### src/rtl/program_loader.sv
// Program RAM loader: parses a framed byte stream (sync, length, words, XOR checksum),
// writes 16-bit words from address 0 and holds the CPU in reset until a load verifies.
module program_loader #(
   parameter int unsigned ADDR_W         = 16,
   parameter int unsigned TIMEOUT_CYCLES = 1000000
) (
   input  logic              clk,
   input  logic              rst,
   input  logic              in_valid,
   input  logic [7:0]        in_data,
   output logic              in_ready,
   output logic              mem_we,
   output logic [ADDR_W-1:0] mem_addr,
   output logic [15:0]       mem_wdata,
   output logic              cpu_rst,
   output logic              busy,
   output logic              done,
   output logic              error
);

   localparam int unsigned     TO_W    = $clog2(TIMEOUT_CYCLES + 1);
   localparam logic [TO_W-1:0] TO_LAST = TO_W'(TIMEOUT_CYCLES - 1);
   localparam logic [7:0]      SYNC    = 8'hA5;

   localparam logic [2:0] ST_IDLE    = 3'd0;
   localparam logic [2:0] ST_LEN_HI  = 3'd1;
   localparam logic [2:0] ST_LEN_LO  = 3'd2;
   localparam logic [2:0] ST_DATA_HI = 3'd3;
   localparam logic [2:0] ST_DATA_LO = 3'd4;
   localparam logic [2:0] ST_CHECK   = 3'd5;
   localparam logic [2:0] ST_FINISH  = 3'd6;
   localparam logic [2:0] ST_ABORT   = 3'd7;

   logic [2:0]        state_q,     state_d;
   logic [15:0]       rem_q,       rem_d;
   logic [ADDR_W-1:0] idx_q,       idx_d;
   logic [7:0]        hi_q,        hi_d;
   logic [7:0]        xacc_q,      xacc_d;
   logic [TO_W-1:0]   to_q,        to_d;
   logic              in_ready_q,  in_ready_d;
   logic              mem_we_q,    mem_we_d;
   logic [ADDR_W-1:0] mem_addr_q,  mem_addr_d;
   logic [15:0]       mem_wdata_q, mem_wdata_d;
   logic              cpu_rst_q,   cpu_rst_d;
   logic              busy_q,      busy_d;
   logic              done_q,      done_d;
   logic              error_q,     error_d;
   logic              xfer;
   logic              in_frame;
   logic              timed_out;

   // Ready and the write strobe are masked by rst so a pending write never escapes a reset.
   assign in_ready  = in_ready_q & ~rst;
   assign mem_we    = mem_we_q & ~rst;
   assign mem_addr  = mem_addr_q;
   assign mem_wdata = mem_wdata_q;
   assign cpu_rst   = cpu_rst_q;
   assign busy      = busy_q;
   assign done      = done_q;
   assign error     = error_q;

   // Frame parser, timeout supervision and registered output generation.
   always_comb begin
      state_d     = state_q;
      rem_d       = rem_q;
      idx_d       = idx_q;
      hi_d        = hi_q;
      xacc_d      = xacc_q;
      to_d        = to_q;
      mem_we_d    = 1'b0;
      mem_addr_d  = mem_addr_q;
      mem_wdata_d = mem_wdata_q;
      cpu_rst_d   = cpu_rst_q;

      xfer      = in_valid && in_ready;
      in_frame  = (state_q != ST_IDLE) && (state_q != ST_FINISH) && (state_q != ST_ABORT);
      timed_out = in_frame && !xfer && (to_q == TO_LAST);

      if (state_q != ST_IDLE) begin
         to_d = xfer ? '0 : to_q + TO_W'(1);
      end

      case (state_q)
         ST_IDLE: begin
            if (xfer && (in_data == SYNC)) begin
               state_d   = ST_LEN_HI;
               cpu_rst_d = 1'b1;
               idx_d     = '0;
               xacc_d    = '0;
               to_d      = '0;
            end
         end
         ST_LEN_HI: begin
            if (xfer) begin
               rem_d   = {in_data, rem_q[7:0]};
               state_d = ST_LEN_LO;
            end
         end
         ST_LEN_LO: begin
            if (xfer) begin
               rem_d   = {rem_q[15:8], in_data};
               state_d = ({rem_q[15:8], in_data} == 16'd0) ? ST_CHECK : ST_DATA_HI;
            end
         end
         ST_DATA_HI: begin
            if (xfer) begin
               hi_d    = in_data;
               xacc_d  = xacc_q ^ in_data;
               state_d = ST_DATA_LO;
            end
         end
         ST_DATA_LO: begin
            if (xfer) begin
               xacc_d      = xacc_q ^ in_data;
               mem_we_d    = 1'b1;
               mem_addr_d  = idx_q;
               mem_wdata_d = {hi_q, in_data};
               idx_d       = idx_q + ADDR_W'(1);
               rem_d       = rem_q - 16'd1;
               state_d     = (rem_q == 16'd1) ? ST_CHECK : ST_DATA_HI;
            end
         end
         ST_CHECK: begin
            if (xfer) begin
               state_d = (in_data == xacc_q) ? ST_FINISH : ST_ABORT;
            end
         end
         ST_FINISH: begin
            state_d   = ST_IDLE;
            cpu_rst_d = 1'b0;
         end
         ST_ABORT: begin
            state_d = ST_IDLE;
         end
         default: begin
            state_d = ST_IDLE;
         end
      endcase

      // A byte accepted on the expiry cycle clears the counter, so timed_out already excludes it.
      if (timed_out) begin
         state_d = ST_ABORT;
      end
      if (state_d == ST_IDLE) begin
         to_d = '0;
      end

      done_d     = (state_d == ST_FINISH);
      error_d    = (state_d == ST_ABORT);
      busy_d     = (state_d != ST_IDLE);
      in_ready_d = !(mem_we_d || (state_d == ST_FINISH) || (state_d == ST_ABORT));
   end

   always_ff @(posedge clk) begin
      if (rst) begin
         state_q     <= ST_IDLE;
         rem_q       <= '0;
         idx_q       <= '0;
         hi_q        <= '0;
         xacc_q      <= '0;
         to_q        <= '0;
         in_ready_q  <= 1'b1;
         mem_we_q    <= 1'b0;
         mem_addr_q  <= '0;
         mem_wdata_q <= '0;
         cpu_rst_q   <= 1'b1;
         busy_q      <= 1'b0;
         done_q      <= 1'b0;
         error_q     <= 1'b0;
      end else begin
         state_q     <= state_d;
         rem_q       <= rem_d;
         idx_q       <= idx_d;
         hi_q        <= hi_d;
         xacc_q      <= xacc_d;
         to_q        <= to_d;
         in_ready_q  <= in_ready_d;
         mem_we_q    <= mem_we_d;
         mem_addr_q  <= mem_addr_d;
         mem_wdata_q <= mem_wdata_d;
         cpu_rst_q   <= cpu_rst_d;
         busy_q      <= busy_d;
         done_q      <= done_d;
         error_q     <= error_d;
      end
   end

endmodule

### config.mk
export PLATFORM = sky130hd
export DESIGN_NAME = program_loader
export DESIGN_NICKNAME = d
export VERILOG_FILES = /design/src/rtl/program_loader.sv
export SDC_FILE = /design/constraint.sdc
export NUM_CORES = 1
export LEC_CHECK = 0
export CORE_MARGIN = 2
export CORE_UTILIZATION = 41
export CTS_CLUSTER_SIZE = 12
export DETAILED_ROUTE_END_ITERATION = 10
export PLACE_DENSITY = 0.63
export SKIP_LAST_GASP = 1
export SYNTH_ARGS = -nofsm -noshare
export SYNTH_HDL_FRONTEND = slang
export SYNTH_SLANG_ARGS = --single-unit
### constraint.sdc
create_clock -name clk -period 4.2 [get_ports clk]
set_clock_uncertainty 0.1 [all_clocks]
set_input_delay 0.84 -clock clk [delete_from_list [all_inputs] [get_ports clk]]
set_output_delay 0.84 -clock clk [all_outputs]
set_load 0.03 [all_outputs]
==> key figures, run 1 <==
STA
  – Final Max Tran Viols: 0
  – Final period utilization: 70.9%
  – TNS Setup: 0 ps
  – Slew @ Worst Pin: 871 ps
  – Minimum clock period: 2980 ps
  – Final setup vio count: 0
  – Fmax: 336 MHz
  – Worst setup margin: 1220 ps
  – Relative slew slack: 41.7%
  – RSZ-0062 raised after global routing: no
  – Final Hold Viols: 0

Global routing
  – Initial antenna violation count: 0
  – Pin count of the biggest net entering global routing: 42
  – First-pass GRT wire length: 18700 um
  – Grt ovf: 0
  – Total GRT Usage: 17.9%
  – Number of global-route vias before repair: 3876

Drt
  – Post-route ant nets: 0
  – Routed Wire Length: 11000 um
  – DRC viols: 5
  – Vias per inst: 5.36
  – Routed vias: 4203
  – WL/cell: 14.0 um
  – Drt first pass iters: 11
  – Initial drt markers: 343

Logic synthesis
  – Main synth FF type: dfxtp_1
  – Syn Inst Count: 603
  – Post-Syn Area per Cell: 8.09 um2
  – Syn nets: 618
  – Synth warnings: 0
  – Yosys top cell area share: 44.7%
  – Post-synth EDFFs: 0
  – Netlist Area Pre-Place: 0.00488 mm2
  – Area leader, netlist: dfxtp_1
  – FF+latch count, synth: 109
  – Synth async-reset ratio: 0%
  – Synth unique cells: 56
  – Sequential area share after synthesis: 44.7%
  – Top cells by area, synth: dfxtp_1 (45%), nand2_1 (7.7%), nor2_1 (6.0%)

Clock tree
  – CTS tree: built
  – Postcts setup bufs: 0
  – Clock-pin slew on the worst setup and hold paths: 70 ps
  – Worst-Skew Late Latency: 360 ps
  – H-tree Lvls: 3
  – Gates resized, CTS repair: 0
  – Num CTS Buffers: 9
  – CTS Hold Bufs: 0
  – Clock root cell: clkbuf_16
  – CTS Sinks: 109
  – Maximum buffer depth of the clock tree: 2

Final layout
  – Area grow syn2layout: 18.9%
  – Commonest non-fill, non-tap cell in the layout: dfxtp_1
  – Most frequent cells in the layout: dfxtp_1 (109), nand2_1 (100), nor2_1 (78)
  – Share of cells above drive strength 1: 6.08%
  – Final net count: 651
  – Finished Core Util: 50.4%
  – Antenna cells: 0

Flow run
  – Max cap viols: 0

Worst setup path
  – CP Data Required Time: 4340 ps
  – WP data arrival: 3120 ps
  – Crit. End Element: register
  – Kind of critical path: input port to register
  – CP Launch Type: input port
  – Worst-path fanout max: 9

Die
  – Core box area: 0.0115 mm2
  – Initial Utilization: 42.4%
  – Die Y: 113 um
  – Die ar.: 0.0128 mm2
  – IO Pins: 49
  – Rows: 39
  – Die width: 113 um

Pwr
  – Pleak: 1.93 nW
  – Power density over cell area: 367 mW/mm2
  – Peak VDD IR: 0.215 mV
  – Power, Total: 2.13 mW

Placed design
  – # port buffers: 48
  – Place WS: 863 ps
  – GPL Wtd Cong: 0.870
  – Post-DP HPWL: 7680 um

Run status
  – Failing checks: DRC
  – Run status: finished with violations

Worst hold path
  – Hold WC Path Type: register to register
==> power breakdown <==
group          switching [mW]  internal (mW)  total, mW
combinational          0.0739         0.0401      0.114
sequential            0.00764           1.04       1.04
clock                   0.387          0.587      0.974
==> routing by layer <==
layer / GRT usage [%] / part of all wire (%) / vias up
li1: - / - / 2142
met1: 23.4 / 47 / 1956
met2: 29.5 / 47 / 96
met3: 4.77 / 4.4 / 9
met4: 4.72 / 1.2 / 0
met5: 0 / 0 / -
==> cell families after synthesis <==
kind of cell	synth area share, %
adder cells (fa/ha/maj)	1.03
XOR/XNOR	6.64
multiplexers	1.64
buffers and inverters	4.23
flip-flops	44.7
AND/OR/NAND/NOR	27.6
AO/OA/AOI/OAI	14.1
==> synthesized netlist by cell type, types with 11 or more instances <==
cell / number
dfxtp_1: 109
clkbuf_1: 31
nand4_1: 11
xnor2_1: 23
nand3_1: 21
xor2_1: 14
inv_1: 14
o21ai_0: 22
a21oi_1: 52
nor2_1: 78
nor3_1: 19
nand2_1: 100
==> path summary, 6_finish.rpt <==
check / startpoint / to / slack [ps] / cells after the start
worst max-delay path: in_data[1] / idx_q[15]$_SDFFE_PP0P_ / 1220 / 7
worst max register to register: state_q[0]$_SDFF_PP0_ / in_ready_q$_SDFF_PP1_ / 1870 / 6
worst min register to register: mem_wdata[8]$_SDFFE_PP0P_ / mem_wdata[8]$_SDFFE_PP0P_ / 350 / 2
worst min-delay path: mem_wdata[8]$_SDFFE_PP0P_ / mem_wdata[8]$_SDFFE_PP0P_ / 350 / 2
==> critical path, stage by stage <==
cell             delay [ps]
clkdlybuf4s50_1         580
or4_4                   650
o21ai_4                 300
nand3_4                 170
nor4_2                  350
xnor2_1                 160
nor2_1                   60
==> sequential cells by signal, summed over array words and instances, names as in the netlist, 3 cells and up <==
| name | count |
|---|---|
| xacc_q | 8 |
| state_q | 3 |
| mem_wdata | 16 |
| mem_addr | 16 |
| hi_q | 8 |
| to_q | 20 |
| rem_q | 16 |
| idx_q | 16 |
==> per-stage QoR <==
stage,cells,hold WS (ps),instance area (um2)
floorplan,603,330,4880
global placement,768,341,5460
detailed placement,768,346,5460
CTS,784,357,5800
global route,784,375,5800
finish,784,353,5800
==> area by class of cell <==
type	instances	area (um2)
clock buffer	9	225
clock inverter	7	120
fill	1117	5710
inverter	15	56.3
multi-input combinational	443	2490
sequential	109	2180
tap	143	179
timing repair buffer	58	551
No activity file was read; power rests on OpenSTA's default activity.
==> inputs of run 2 (changes only) <==
--- a/config.mk
+++ b/config.mk
@@ -9,7 +9,7 @@
 export CORE_UTILIZATION = 41
 export CTS_CLUSTER_SIZE = 12
 export DETAILED_ROUTE_END_ITERATION = 10
-export PLACE_DENSITY = 0.63
+export PLACE_DENSITY = 0.65
 export SKIP_LAST_GASP = 1
 export SYNTH_ARGS = -nofsm -noshare
 export SYNTH_HDL_FRONTEND = slang
==> constraint.sdc (replaced) <==
create_clock -name clk -period 2.7 [get_ports clk]
set_clock_uncertainty 0.1 [all_clocks]
set_input_delay 0.54 -clock clk [delete_from_list [all_inputs] [get_ports clk]]
set_output_delay 0.54 -clock clk [all_outputs]
set_load 0.03 [all_outputs]
==> run 2 against run 1 <==
  * Largest power group unchanged
  * Final cell count up 3.1%
  * Cell area up 2.1%
  * Die area unchanged
  * Sequential cell count unchanged
  * Setup slack worse by 1100 ps
  * Hold slack better by 4.8 ps
  * Register-to-register slack worse by 1300 ps
  * First-iteration DRC count down 27%
  * The run still ends with DRC left
==> key figures, run 2 (same netlist as run 1, synthesis figures left out) <==
Run status
  – Failing checks: DRC
  – Run status: finished with violations

Drt
  – Routed wl met3: 400 um
  – Routed met2 length: 5500 um
  – Routed Wire Length: 11600 um
  – Initial drt markers: 250
  – Post-route ant nets: 0
  – DRC viols: 7
  – Metal-1 WL: 5500 um
  – WL/cell: 14.3 um
  – Vias per inst: 5.34
  – Routed vias: 4315
  – Top sig layer: met4
  – Drt first pass iters: 8

Clock tree
  – Postcts setup bufs: 0
  – Worst-Skew Late Latency: 350 ps
  – H-tree Lvls: 3
  – CTS Sinks: 109
  – Num CTS Buffers: 9
  – CTS tree: built
  – Maximum buffer depth of the clock tree: 2
  – Clock root cell: clkbuf_16
  – Clock-pin slew on the worst setup and hold paths: 70 ps
  – CTS Hold Bufs: 0
  – Gates resized, CTS repair: 0

STA
  – Final Max Tran Viols: 0
  – Relative slew slack: 60.1%
  – Fmax: 394 MHz
  – RSZ-0062 raised after global routing: no
  – Minimum clock period: 2540 ps
  – Final setup vio count: 0
  – Slew @ Worst Pin: 597 ps
  – Worst setup margin: 159 ps
  – Final period utilization: 94.1%
  – Hold Slack: 358 ps
  – TNS Setup: 0 ps
  – Final Hold Viols: 0

Die
  – Die Y: 113 um
  – Rows: 39
  – Die width: 113 um
  – Core box area: 0.0115 mm2
  – Die ar.: 0.0128 mm2
  – Initial Utilization: 42.4%
  – IO Pins: 49

Final layout
  – Final net count: 675
  – Max reg flops: 20
  – Commonest non-fill, non-tap cell in the layout: dfxtp_1
  – Antenna cells: 0
  – Finished Cell Area: 0.00593 mm2
  – Share of cells above drive strength 1: 9.47%
  – Most frequent cells in the layout: dfxtp_1 (109), nand2_1 (100), nor2_1 (78)
  – Top reg by flops: to_q
  – Area grow syn2layout: 21.5%

Global routing
  – Number of global-route vias before repair: 4145
  – Grt ovf: 0
  – Initial antenna violation count: 0
  – Pin count of the biggest net entering global routing: 48
  – Total GRT Usage: 18.9%
  – First-pass GRT wire length: 19700 um

Worst setup path
  – Kind of critical path: input port to register
  – CP Data Required Time: 2880 ps
  – Worst-path fanout max: 4
  – CP max stage delay: 600 ps
  – Critical path cell sequence: clkdlybuf4s50_1, or4_4, nand4b_1, a221o_1, a211oi_2, nor3_1, nor2_1
  – Critical Path Slowest Stage Cell: or4_4
  – Crit. End Element: register
  – WP data arrival: 2730 ps
  – CP Launch Type: input port

Placed design
  – Place WS: -175 ps
  – # port buffers: 48
  – Post-DP HPWL: 8310 um
  – Placed Instance Area: 0.00564 mm2
  – GPL Wtd Cong: 0.843

Pwr
  – Power density over cell area: 527 mW/mm2
  – Peak VDD IR: 0.246 mV
  – Pleak: 2.02 nW

Flow run
  – Max cap viols: 0

Worst hold path
  – Hold WC Path Type: register to register
-- run 2: cell count changes in the layout (fill, tap and decap cells not counted), sizes merged --
cell and delta:
bufinv -3, clkbuf +1, buf +24, inv +2
-- run 2: final timing paths --
check,start,end,slack (ps),cells past startpoint
max,in_data[1],in_ready_q$_SDFF_PP1_,160,7
min,mem_wdata[8]$_SDFFE_PP0P_,mem_wdata[8]$_SDFFE_PP0P_,360,2
max reg2reg,state_q[0]$_SDFF_PP0_,in_ready_q$_SDFF_PP1_,610,7
min reg2reg,mem_wdata[8]$_SDFFE_PP0P_,mem_wdata[8]$_SDFFE_PP0P_,360,2
-- run 2: power breakdown --
part / switching (mW) / leakage (nW) / internal, mW
Clock: 0.627 / 0.147 / 0.669
Sequential: 0.0119 / 0.878 / 1.61
Combinational: 0.120 / 0.993 / 0.0803
Total: 0.759 / 2.02 / 2.36
-- run 2: routing by layer --
metal | track usage (%) | vias up
li1 | - | 2188
met1 | 24.9 | 2029
met2 | 31.3 | 84
met3 | 3.16 | 14
met4 | 7.15 | 0
met5 | 0 | -
-- run 2: through the flow --
stage	power [mW]	util (%)	cells
floorplan	1.78	-	603
global placement	1.86	49.0	792
detailed placement	1.86	49.0	792
CTS	3.14	51.5	808
global route	3.24	51.5	808
finish	3.12	51.5	808
-- run 2: critical path: cells and delay by family --
| family | cells | cell delay [ps] |
|---|---|---|
| simple gates | 4 | 1010 |
| compound gates | 2 | 680 |
| buf+inv | 1 | 480 |
-- run 2: layout make-up --
type | instances | area (um2)
fillers | 1110 | 5590
flip-flops and latches | 109 | 2180
clock buffers | 10 | 239
well taps | 143 | 179
repair buffers | 82 | 731
inverters | 15 | 56.3
multi-input cells | 443 | 2490
clock inverters | 6 | 50.0
